### src/rtl/rsa_rom_pkg.sv
// Shared definitions for the RSA constant ROM read path.
//   ROM_ADDR_W / ROM_DATA_W : geometry of the constant block ROMs
//   state_e                 : streamer control states
package rsa_rom_pkg;

  localparam int ROM_ADDR_W = 13;
  localparam int ROM_DATA_W = 16;

  typedef enum logic [1:0] {
    IDLE  = 2'd0,
    FETCH = 2'd1,
    DRAIN = 2'd2,
    DONE  = 2'd3
  } state_e;

endpackage

### src/rtl/sync_fifo.sv
// Small synchronous FIFO used as the output skid buffer.
//   clk, rst      : clock, async active-high reset
//   push, din     : write side (push ignored when full)
//   pop, dout     : read side, dout shows the head entry (first-word fall-through)
//   count, empty  : occupancy
module sync_fifo #(
  parameter int DEPTH = 3,
  parameter int WIDTH = 17
) (
  input  logic                       clk,
  input  logic                       rst,
  input  logic                       push,
  input  logic [WIDTH-1:0]           din,
  input  logic                       pop,
  output logic [WIDTH-1:0]           dout,
  output logic [$clog2(DEPTH+1)-1:0] count,
  output logic                       empty
);

  localparam int PTR_W = (DEPTH > 1) ? $clog2(DEPTH) : 1;
  localparam int CNT_W = $clog2(DEPTH + 1);

  logic [DEPTH-1:0][WIDTH-1:0] mem;
  logic [PTR_W-1:0]            wr_ptr, rd_ptr;
  logic                        do_push, do_pop;

  function automatic logic [PTR_W-1:0] ptr_inc(input logic [PTR_W-1:0] p);
    return (p == PTR_W'(DEPTH - 1)) ? '0 : p + PTR_W'(1);
  endfunction

  assign empty   = (count == '0);
  assign do_push = push && (count != CNT_W'(DEPTH));
  assign do_pop  = pop && !empty;
  assign dout    = mem[rd_ptr];

  // Storage is cleared on reset so the head word reads as zero while idle.
  always_ff @(posedge clk or posedge rst) begin
    if (rst) begin
      mem    <= '0;
      wr_ptr <= '0;
      rd_ptr <= '0;
      count  <= '0;
    end else begin
      if (do_push) begin
        mem[wr_ptr] <= din;
        wr_ptr      <= ptr_inc(wr_ptr);
      end
      if (do_pop)
        rd_ptr <= ptr_inc(rd_ptr);
      case ({do_push, do_pop})
        2'b10:   count <= count + CNT_W'(1);
        2'b01:   count <= count - CNT_W'(1);
        default: count <= count;
      endcase
    end
  end

endmodule

### src/rtl/rom_word_streamer.sv
// Streams word_count consecutive words from a registered-output block ROM
// onto a valid/ready interface, absorbing the ROM read latency and
// downstream backpressure via a credit-limited skid FIFO.
//   clk, rst               : clock, async active-high reset
//   start, base_addr,
//   word_count             : command (sampled only in IDLE)
//   busy, done             : command status, done is a one-cycle pulse
//   rom_addr, rom_data     : ROM read port (1-cycle latency)
//   m_data, m_valid,
//   m_ready, m_last        : output stream
module rom_word_streamer
  import rsa_rom_pkg::*;
#(
  parameter int ADDR_W     = ROM_ADDR_W,
  parameter int DATA_W     = ROM_DATA_W,
  parameter int SKID_DEPTH = 3
) (
  input  logic              clk,
  input  logic              rst,
  input  logic              start,
  input  logic [ADDR_W-1:0] base_addr,
  input  logic [ADDR_W:0]   word_count,
  output logic              busy,
  output logic              done,
  output logic [ADDR_W-1:0] rom_addr,
  input  logic [DATA_W-1:0] rom_data,
  output logic [DATA_W-1:0] m_data,
  output logic              m_valid,
  input  logic              m_ready,
  output logic              m_last
);

  localparam int CNT_W = $clog2(SKID_DEPTH + 1);

  state_e            state;
  logic [ADDR_W:0]   issue_left;  // reads still to be issued
  logic              busy_q;
  logic              rd_vld;      // read issued last cycle, data on rom_data now
  logic              rd_last;     // that read was the final word
  logic              issue;
  logic              credit;
  logic              xfer;
  logic [CNT_W:0]    occ;
  logic [CNT_W-1:0]  fifo_count;
  logic              fifo_empty;
  logic [DATA_W:0]   fifo_dout;

  // Credit counts words buffered plus the read in flight; a pop in the same
  // cycle is deliberately not credited, which keeps the FIFO from ever
  // overflowing while still giving one word per cycle at depth 3.
  assign occ    = {1'b0, fifo_count} + {{CNT_W{1'b0}}, rd_vld};
  assign credit = (occ < (CNT_W + 1)'(SKID_DEPTH));
  assign issue  = (state == FETCH) && credit;
  assign xfer   = m_valid && m_ready;

  assign m_valid = !fifo_empty;
  assign m_data  = fifo_dout[DATA_W-1:0];
  assign m_last  = m_valid && fifo_dout[DATA_W];

  // busy also covers the cycle in which start is being accepted, so a
  // zero-length command still shows one busy cycle before its done pulse.
  assign busy = busy_q || ((state == IDLE) && start);

  always_ff @(posedge clk or posedge rst) begin
    if (rst) begin
      state      <= IDLE;
      rom_addr   <= '0;
      issue_left <= '0;
      busy_q     <= 1'b0;
      done       <= 1'b0;
      rd_vld     <= 1'b0;
      rd_last    <= 1'b0;
    end else begin
      rd_vld  <= issue;
      rd_last <= issue && (issue_left == (ADDR_W + 1)'(1));
      done    <= 1'b0;
      case (state)
        IDLE: begin
          if (start) begin
            if (word_count == '0) begin
              state  <= DONE;
              done   <= 1'b1;
              busy_q <= 1'b0;
            end else begin
              state      <= FETCH;
              rom_addr   <= base_addr;
              issue_left <= word_count;
              busy_q     <= 1'b1;
            end
          end
        end
        FETCH: begin
          if (issue) begin
            // Address wraps naturally at 2^ADDR_W.
            rom_addr   <= rom_addr + ADDR_W'(1);
            issue_left <= issue_left - (ADDR_W + 1)'(1);
            if (issue_left == (ADDR_W + 1)'(1))
              state <= DRAIN;
          end
        end
        DRAIN: begin
          if (xfer && m_last) begin
            state  <= DONE;
            done   <= 1'b1;
            busy_q <= 1'b0;
          end
        end
        DONE: begin
          state <= IDLE;
        end
        default: state <= IDLE;
      endcase
    end
  end

  // The last-word flag travels with the data through the skid buffer.
  sync_fifo #(
    .DEPTH (SKID_DEPTH),
    .WIDTH (DATA_W + 1)
  ) u_skid (
    .clk   (clk),
    .rst   (rst),
    .push  (rd_vld),
    .din   ({rd_last, rom_data}),
    .pop   (xfer),
    .dout  (fifo_dout),
    .count (fifo_count),
    .empty (fifo_empty)
  );

endmodule

### config.mk
export PLATFORM = sky130hd
export DESIGN_NAME = rom_word_streamer
export DESIGN_NICKNAME = d
export VERILOG_FILES = /design/src/rtl/rsa_rom_pkg.sv /design/src/rtl/sync_fifo.sv /design/src/rtl/rom_word_streamer.sv
export SDC_FILE = /design/constraint.sdc
export NUM_CORES = 1
export LEC_CHECK = 0
export ABC_AREA = 0
export BUFFER_PORTS_ARGS = -buffer_cell sky130_fd_sc_hd__buf_2
export CAP_MARGIN = 5
export CORE_ASPECT_RATIO = 0.5
export CORE_MARGIN = 10
export CORE_UTILIZATION = 51
export DETAILED_ROUTE_END_ITERATION = 8
export GPL_TIMING_DRIVEN = 0
export PLACE_DENSITY = 0.77
export SLEW_MARGIN = 20
export SYNTH_ARGS = -nofsm -noshare
export SYNTH_HDL_FRONTEND = slang
export SYNTH_SLANG_ARGS = --single-unit
### constraint.sdc
create_clock -name clk -period 3 [get_ports clk]
set_clock_uncertainty 0.2 [all_clocks]
set_input_delay 0.3 -clock clk [delete_from_list [all_inputs] [get_ports clk]]
set_output_delay 0.3 -clock clk [all_outputs]
set_load 0.01 [all_outputs]
==> reports/metrics.cfg, run 1 <==
[final_layout]
final_core_util_pct = 62.86
seqCellArea_um2 = 2252
multiInputGateArea_um2 = 2181
n_antenna_cell = 0
area_delta_synth_final_pct = 19.83
layout.nets = 589
num-fill-cells = 735
drive_above_1_share_pct = 28.68
final_cells = 654

[synthesis]
synth_commonest_cells = 90 x dfrtp_1, 51 x mux2_2, 47 x nand2_1
yosysTopAreaCell = dfrtp_1
synth.distinct_cells = 45
yosysSeqAreaShare_pct = 49.30
yosys.area.top_type_share_pct = 49.30
synth_top_family_by_area = multiplexers
yosysMostFrequentCell = dfrtp_1
synth_area_um2 = 4568
synth_edf_count = 0
synth_cells = 439
synth_nets = 496
synth_seq_cells = 90
yosys.area_share.simple_pct = 13.53
synthFlopType = dfrtp_1
synth_area_per_cell_um2 = 10.41
synthAdderAreaFrac_pct = 2.739
yosysWarnings = 0
synth_xor_xnor_area_share_pct = 0.5752
synth_compound_area_share_pct = 13.39
synthMuxAreaShare_pct = 17.39
async_reset_ff_share_pct = 100.0
synthTopCellsByArea = dfrtp_1 49%, mux2_2 13%, mux2i_1 4.8%

[pwr]
p_leak_nw = 2.425
ir_drop_mv = 0.4983
power_density_nw_per_um2 = 1190

[sta]
finalSetupTns_ns = 0
slew_viol_final = 0
maxSlewHeadroom_pct = 48.49
fin_crit_sh_pct = 93.87
hold_viol = 0
clock.fmax_mhz = 355.1
setup_violations = 0
fin_crit_ns = 2.816
holdWs_ns = 0.009898
worst_slew_pin_slew_ns = 0.7685

[placed_design]
io_buffers = 79
gp_congestion = 0.8375
dpl.hpwl_um = 7955
dp_cells = 636

[clock_tree]
htree_levels = 3
max-clock-path-buffers = 2
cts_made_buffers = 9
root_buffer = clkbuf_16
clock-sinks = 90
post_cts_buffers = 0
clk_pin_slew_worst_paths_ns = 0.07
cts_tree = yes
worstSkewPairLatency_ns = 0.35

[global_route]
grt_pass1_wl_um = 18610
antenna_found_initial = 0
grt_pass1_vias = 3860
grt_start_max_net_pins = 56
grt_usage_pct = 16.85
grt-ovfl-total = 0

[floorplan]
die-area_um2 = 13370
initial_core_util_pct = 52.46
coreArea_um2 = 8708
rows = 24
die_x_um = 153.8
fp.dieH_um = 86.92
io_pins = 80

[critical_path]
cp-startpoint = state[1]$_DFFE_PP0P_
worstReg2RegStart = state[1]$_DFFE_PP0P_
required_ns = 3.01
crit_fanout = 10
crit_path_end_kind = register
worst_ep_arrival_time_ns = 2.83
crit_path_start_kind = register
crit_type = reg2reg

[detailed_routing]
drc = 0
drt_iter0_markers = 228
wl_per_cell_um = 17.13
drtPass1Iterations = 5
viasPerCell = 5.777
wirelength_um = 11210
vias = 3778
ant_nets = 0

[job]
cap_violations = 0

[hold_path]
holdCritPathClass = in2reg
min-delay-start = rom_data[3]

[run_status]
outcome = completed

==> layout by cell type, fill, tap and decap left out, drive strengths merged, types with 4 or more instances in the layout <==
master   Yosys  routed
clkbuf      21      31
a2bb2oi      7       7
ha          10      10
nand2       47      47
nand3       20      20
o21ai       28      28
mux2        51      51
dfrtp       90      90
mux2i       22      22
a21oi       29      29
or3          4       4
buf          4      84
o22ai       15      15
nand4        6       6
inv         11      14
nor2        18      18
nor3         8       8
nor4         6       6
==> final cells by class <==
class,count,share of cell area (%)
buffer,25,1.760
timing repair buffer,82,8.091
sequential,90,41.14
inverter,12,0.9829
tap,117,2.674
clock inverter,6,1.326
multi-input combinational,312,39.84
clock buffer,10,4.183
==> metal layers <==
metal / global-route usage, % / part of all wire, % / vias to the layer above
met4: 4.263 / 1.1 / 0
met2: 27.01 / 47 / 137
met5: 0 / 0 / -
li1: - / - / 1802
met3: 6.016 / 6.7 / 18
met1: 21.38 / 45 / 1821
==> through the flow <==
stage / setup slack (ns) / power, mW / instance area, µm²
2_1_floorplan: 0.1647 / 4.371 / 4568
3_3_place_gp: -0.9660 / 5.226 / 5110
3_5_place_dp: 0.09527 / 5.344 / 5142
4_1_cts: 0.08286 / 6.516 / 5464
5_1_grt: -0.02504 / 7.017 / 5474
6_report: 0.1840 / 6.513 / 5474
==> cell families after synthesis <==
kind of cell    Yosys count
compound gates          100
xor+xnor                  3
fa+ha+maj                10
buf+inv                  37
flops                    90
mux                      73
simple gates            126
==> critical path: stages (launching register included) <==
cell and delay (ns):
dfrtp_1 0.38, inv_1 0.11, ha_1 0.15, clkbuf_1 0.38, clkinvlp_4 0.35, o22ai_1 0.30
a211o_1 0.28, buf_2 0.28, nor2_1 0.10, a2bb2oi_1 0.13
==> repair_timing <==
item | 4_1_cts | 5_1_grt
hold endpoints to repair | 36 | 0
endpoints found under the setup margin | 0 | 18
hold buffers | 2 | 0
gates resized for setup | 0 | 4
==> state kept, by name, summed over array words and instances (netlist names) <==
name and count:
u_skid.mem 51, issue_left 14, rom_addr 13, state 2, u_skid.count 2, u_skid.rd_ptr 2, u_skid.wr_ptr 2, busy_q 1
done 1, rd_last 1, rd_vld 1
==> final timing paths <==
check / endpoint / slack (ns) / cells after the start
worst max-delay path: rom_addr[5]$_DFFE_PP0P_ / 0.18 / 9
worst min-delay path: u_skid.mem[20]$_DFFE_PP0P_ / 0.01 / 2
worst max register to register: rom_addr[5]$_DFFE_PP0P_ / 0.18 / 9
worst min register to register: u_skid.mem[45]$_DFFE_PP0P_ / 0.31 / 1
max in group asynchronous: u_skid.mem[41]$_DFFE_PP0P_ / 1.75 / 4
min in group asynchronous: issue_left[10]$_DFFE_PP0P_ / 0.29 / 3
==> power by group <==
part / switching, mW / total, mW / internal [mW] / leakage, nW
clock network: 0.503 / 1.16 / 0.657 / 0.144
logic: 1.73 / 3.10 / 1.37 / 1.22
registers: 0.442 / 2.26 / 1.82 / 1.06
(Power assumes the default switching activity.)
==> run 2, diff against run 1 <==
ABC_AREA = 1   (was 0)
CORE_UTILIZATION = 52   (was 51)
==> run 2 against run 1 <==
  * Final cell count up 41%
  * Sequential share of layout area down 3.7 points
  * Global-route usage up 2.7 points
  * Worst setup slack better by 0.22 ns
  * Hold slack better by 0.0069 ns
  * First-iteration DRC count up 67%
  * Die area up 6.1%
  * Via count up 25%
  * Power up 5.6%
  * Flip-flop and latch count unchanged
  * Critical endpoint is now m_data[14]
==> reports/metrics.cfg, run 2 <==
[run_status]
outcome = completed

[critical_path]
crit_chain = nor2_2 > clkbuf_1 > nand2_1 > o211ai_1 > buf_2
reg2reg_depth = 12
crit_type = reg2out
worst_ep_arrival_time_ns = 2.09
crit_fanout = 10
crit_path_end_kind = primary output
crit_path_start_kind = register
required_ns = 2.50
worst-r2r-setup-slack_ns = 0.84
crit_slowest_cell = clkbuf_1
critPathMaxStageDelay_ns = 0.53

[detailed_routing]
drc = 0
vias = 4731
wirelength_um = 13280
ant_nets = 0
viasPerCell = 5.137
drtPass1Iterations = 5
drt_iter0_markers = 380
wl_per_cell_um = 14.41

[final_layout]
drive_above_1_share_pct = 17.81
top_register = u_skid.mem
layout.nets = 839
reg.largest.list = u_skid.mem (51), issue_left (14), rom_addr (13)
area_delta_synth_final_pct = 20.31
n_antenna_cell = 0
final_cell_mix = 245 x nand2_1, 91 x buf_2, 90 x dfrtp_1
layout_commonest_cell = nand2_1
largest_reg_flops = 51
final_cells = 921

[clock_tree]
clk_pin_slew_worst_paths_ns = 0.07
cts_made_buffers = 9
cts-resized-gates = 0
post_cts_buffers = 0
cts_tree = yes
root_buffer = clkbuf_16
worstSkewPairLatency_ns = 0.35
max-clock-path-buffers = 2
htree_levels = 3
ctsHoldBuffers = 12
clock-sinks = 90

[global_route]
grt_usage_pct = 19.53
antenna_found_initial = 0
grt_start_max_net_pins = 56
grt-ovfl-total = 0
grt_pass1_vias = 4711
grt_pass1_wl_um = 22760

[pwr]
ir_drop_mv = 0.6852
p_leak_nw = 3.087
power_density_nw_per_um2 = 1142
finalPower_mw = 6.875

[placed_design]
place_ws_ns = 0.8381
gp_congestion = 0.8496
io_buffers = 79
dpl.hpwl_um = 9252
dp_cells = 894

[synthesis]
synth_nets = 736
synth_cells = 679
yosysWarnings = 0
synth_edf_count = 0
yosys.area.top_type_share_pct = 45.01
synth_area_per_cell_um2 = 7.369
yosysTopAreaCell = dfrtp_1
yosysSeqAreaShare_pct = 45.01
yosysMostFrequentCell = nand2_1
synth_commonest_cells = 245 x nand2_1, 90 x dfrtp_1, 71 x inv_1
synth_seq_cells = 90
synth_area_um2 = 5004
synth.distinct_cells = 36
synthFlopType = dfrtp_1
async_reset_ff_share_pct = 100.0
synthTopCellsByArea = dfrtp_1 45%, nand2_1 18%, nand3_1 5.9%

[sta]
layout_setup_ws_ns = 0.4081
clock.fmax_mhz = 385.8
worst_slew_pin_slew_ns = 0.6120
finalSetupTns_ns = 0
maxSlewHeadroom_pct = 59.20
slew_viol_final = 0
rsz0062_at_grt = no
fin_crit_sh_pct = 86.40
hold_viol = 0
fin_crit_ns = 2.592
setup_violations = 0

[floorplan]
die-area_um2 = 14180
die_x_um = 158.7
initial_core_util_pct = 53.14
rows = 25
fp.dieH_um = 89.36
coreArea_um2 = 9415
io_pins = 80

[job]
cap_violations = 0

[hold_path]
whs_path_depth = 3
holdCritPathClass = in2reg

run 2: per-layer routing:
metal  vias up  track usage, %  part of all wire [%]
met5         -               0                     0
met4         0           5.649                   1.2
met3        18           4.044                   5.7
met2       131           33.92                    47
met1      2214           24.45                    46
li1       2368               -                     -
run 2: report_power, final:
part	switching (mW)	leakage [nW]	internal [mW]
clock network	0.508	0.140	0.653
logic	2.21	1.85	1.26
registers	0.441	1.10	1.81
total	3.16	3.09	3.72
run 2: worst paths after layout:
path | startpoint | end
max in group asynchronous | rst | u_skid.rd_ptr[0]$_DFFE_PP0P_
min in group asynchronous | rst | rom_addr[9]$_DFFE_PP0P_
worst max-delay path | u_skid.rd_ptr[1]$_DFFE_PP0P_ | m_data[14]
worst min-delay path | rom_data[5] | u_skid.mem[39]$_DFFE_PP0P_
worst min register to register | u_skid.mem[7]$_DFFE_PP0P_ | u_skid.mem[7]$_DFFE_PP0P_
worst max register to register | u_skid.count[0]$_DFFE_PP0P_ | rom_addr[2]$_DFFE_PP0P_
run 2: layout make-up:
class                           instances  area [µm²]
Fill cell                             805        3396
Multi-Input combinational cell        490        2326
Sequential cell                        90        2252
Timing Repair Buffer                   92       543.0
Inverter                               75       291.5
Clock buffer                            9       225.2
Tap cell                              135       168.9
Buffer                                 24       138.9
Clock inverter                          6       73.82
run 2: critical path: cells and delay by family (launching register included):
kind / cells / cell delay, ns
buf+inv: 2 / 0.70
flops: 1 / 0.42
compound gates: 1 / 0.14
simple gates: 2 / 0.48
run 2: logic make-up after synthesis:
kind of cell | share of synthesized area [%]
fa+ha+maj | 2.501
xor+xnor | 0.3502
flops | 45.01
buf+inv | 8.502
compound gates | 11.30
simple gates | 32.33
run 2: metrics by stage:
| step | area, µm² | hold WS (ns) | utilization [%] |
|---|---|---|---|
| 2_1_floorplan | 5004 | 0.2210 | - |
| 5_1_grt | 6020 | 0.02189 | 63.93 |
| 3_5_place_dp | 5600 | 0.1316 | 59.48 |
| 4_1_cts | 6020 | 0.01245 | 63.93 |
| 6_report | 6020 | 0.01676 | 63.93 |
| 3_3_place_gp | 5568 | 0.2656 | 59.14 |
==> run 3, diff against run 2 <==
GPL_TIMING_DRIVEN = 1   (was 0)
==> run 3 against run 2 <==
  * Die area unchanged
  * Clock power about the same
  * Sequential share of layout area up 0.79 points
  * Design area down 2.1%
  * Utilization down 1.3 points
  * Critical path type unchanged
==> reports/metrics.cfg, run 3 (synthesis gave the netlist of run 2 again) <==
[floorplan]
io_pins = 80
initial_core_util_pct = 53.14
rows = 25
die-area_um2 = 14180
die_x_um = 158.7
fp.dieH_um = 89.36
coreArea_um2 = 9415

[sta]
finalSetupTns_ns = 0
fin_crit_sh_pct = 85.43
slew_viol_final = 0
hold_viol = 0
rsz0062_at_grt = no
fin_crit_ns = 2.563
holdWs_ns = 0.01839
maxSlewHeadroom_pct = 46.14
setup_violations = 0
layout_setup_ws_ns = 0.4372
worst_slew_pin_slew_ns = 0.8079
clock.fmax_mhz = 390.2

[final_layout]
num-fill-cells = 823
largest_reg_flops = 51
layout_commonest_cell = nand2_1
n_antenna_cell = 0
final_core_util_pct = 62.62
final_cell_mix = 245 x nand2_1, 90 x dfrtp_1, 79 x buf_2
layout.nets = 818
drive_above_1_share_pct = 16.45
reg.largest.list = u_skid.mem (51), issue_left (14), rom_addr (13)
top_register = u_skid.mem
area_delta_synth_final_pct = 17.83

[placed_design]
io_buffers = 79
dpl.hpwl_um = 8143
place_ws_ns = 0.6203
gp_congestion = 0.8380

[detailed_routing]
vias = 4499
wl_per_cell_um = 13.06
drtPass1Iterations = 5
drt_iter0_markers = 370
ant_nets = 0
drc = 0
wirelength_um = 11770
viasPerCell = 4.993

[global_route]
grt_start_max_net_pins = 47
grt_util_met3_pct = 4.136
grt_usage_pct = 16.97
grt_pass1_vias = 4410
grt_pass1_wl_um = 20160
top_usage_layer = met2
use_met1_pct = 20.35
antenna_found_initial = 0
grt_util_met2_pct = 30.24
grt-ovfl-total = 0

[clock_tree]
cts_tree = yes
root_buffer = clkbuf_16
ctsHoldBuffers = 12
clock-sinks = 90
clk_pin_slew_worst_paths_ns = 0.06
htree_levels = 3
cts_made_buffers = 9
cts-resized-gates = 0
max-clock-path-buffers = 2
post_cts_buffers = 0
worstSkewPairLatency_ns = 0.34

[job]
cap_violations = 0

[critical_path]
crit_path_end_kind = primary output
crit_chain = nor2_2 > buf_4 > nand2_1 > o211ai_1 > buf_2
crit_type = reg2out
required_ns = 2.50
critPathMaxStageDelay_ns = 0.68
worst_ep_arrival_time_ns = 2.06
crit_slowest_cell = dfrtp_1
crit_fanout = 21
crit_path_start_kind = register

[hold_path]
holdCritPathClass = in2reg

[pwr]
p_leak_nw = 3.025
ir_drop_mv = 0.5021
power_density_nw_per_um2 = 1118
finalPower_mw = 6.590

[run_status]
outcome = completed

[run 3: cell types whose count changed in the layout (fill, tap and decap cells not counted), sizes merged]
cell      change
buf          -17
clkbuf        -2
clkinv        +2
inv           -2
clkinvlp      -1
[run 3: path summary, 6_finish.rpt]
path | startpoint | cells after the start | slack (ns) | endpoint
worst max-delay path | u_skid.rd_ptr[0]$_DFFE_PP0P_ | 5 | 0.44 | m_data[14]
worst min-delay path | rom_data[0] | 3 | 0.02 | u_skid.mem[34]$_DFFE_PP0P_
worst max register to register | state[1]$_DFFE_PP0P_ | 6 | 0.63 | rd_last$_DFF_PP0_
worst min register to register | u_skid.mem[16]$_DFFE_PP0P_ | 2 | 0.28 | u_skid.mem[16]$_DFFE_PP0P_
max in group asynchronous | rst | 4 | 1.48 | busy_q$_DFFE_PP0P_
min in group asynchronous | rst | 3 | 0.42 | u_skid.mem[38]$_DFFE_PP0P_
[run 3: critical path, delay by kind of cell, from the launching register on]
kind            cells  cell delay, ns
simple gates        2            0.49
buf+inv             2            0.44
compound gates      1            0.11
flops               1            0.68
[run 3: report_power, final]
part | total, mW | switching, mW | leakage (nW) | internal [mW]
sequential | 2.28 | 0.475 | 1.10 | 1.81
clock | 1.15 | 0.481 | 0.147 | 0.673
combinational | 3.15 | 2.02 | 1.78 | 1.14
[run 3: final cells by class]
class                      count  area, µm²  share of cell area (%)
sequential                    90       2252                   38.20
inverter                      75      287.8                   4.881
timing repair buffer          95      558.0                   9.465
clock buffer                  11      242.7                   4.117
tap                          135      168.9                   2.865
multi-input combinational    490       2326                   39.45
clock inverter                 5      60.06                   1.019
[run 3: per-stage QoR]
step | area [µm²] | std cells
final | 5896 | 901
after global routing | 5896 | 901
after floorplan | 5004 | 679
after global placement | 5473 | 873
after detailed placement | 5473 | 873
after CTS | 5896 | 901
[run 3: routing by layer]
metal,vias to the layer above,share of wire (%)
met5,-,0
met4,0,0.88
met3,12,5.6
met2,121,47
met1,2047,47
li1,2319,-
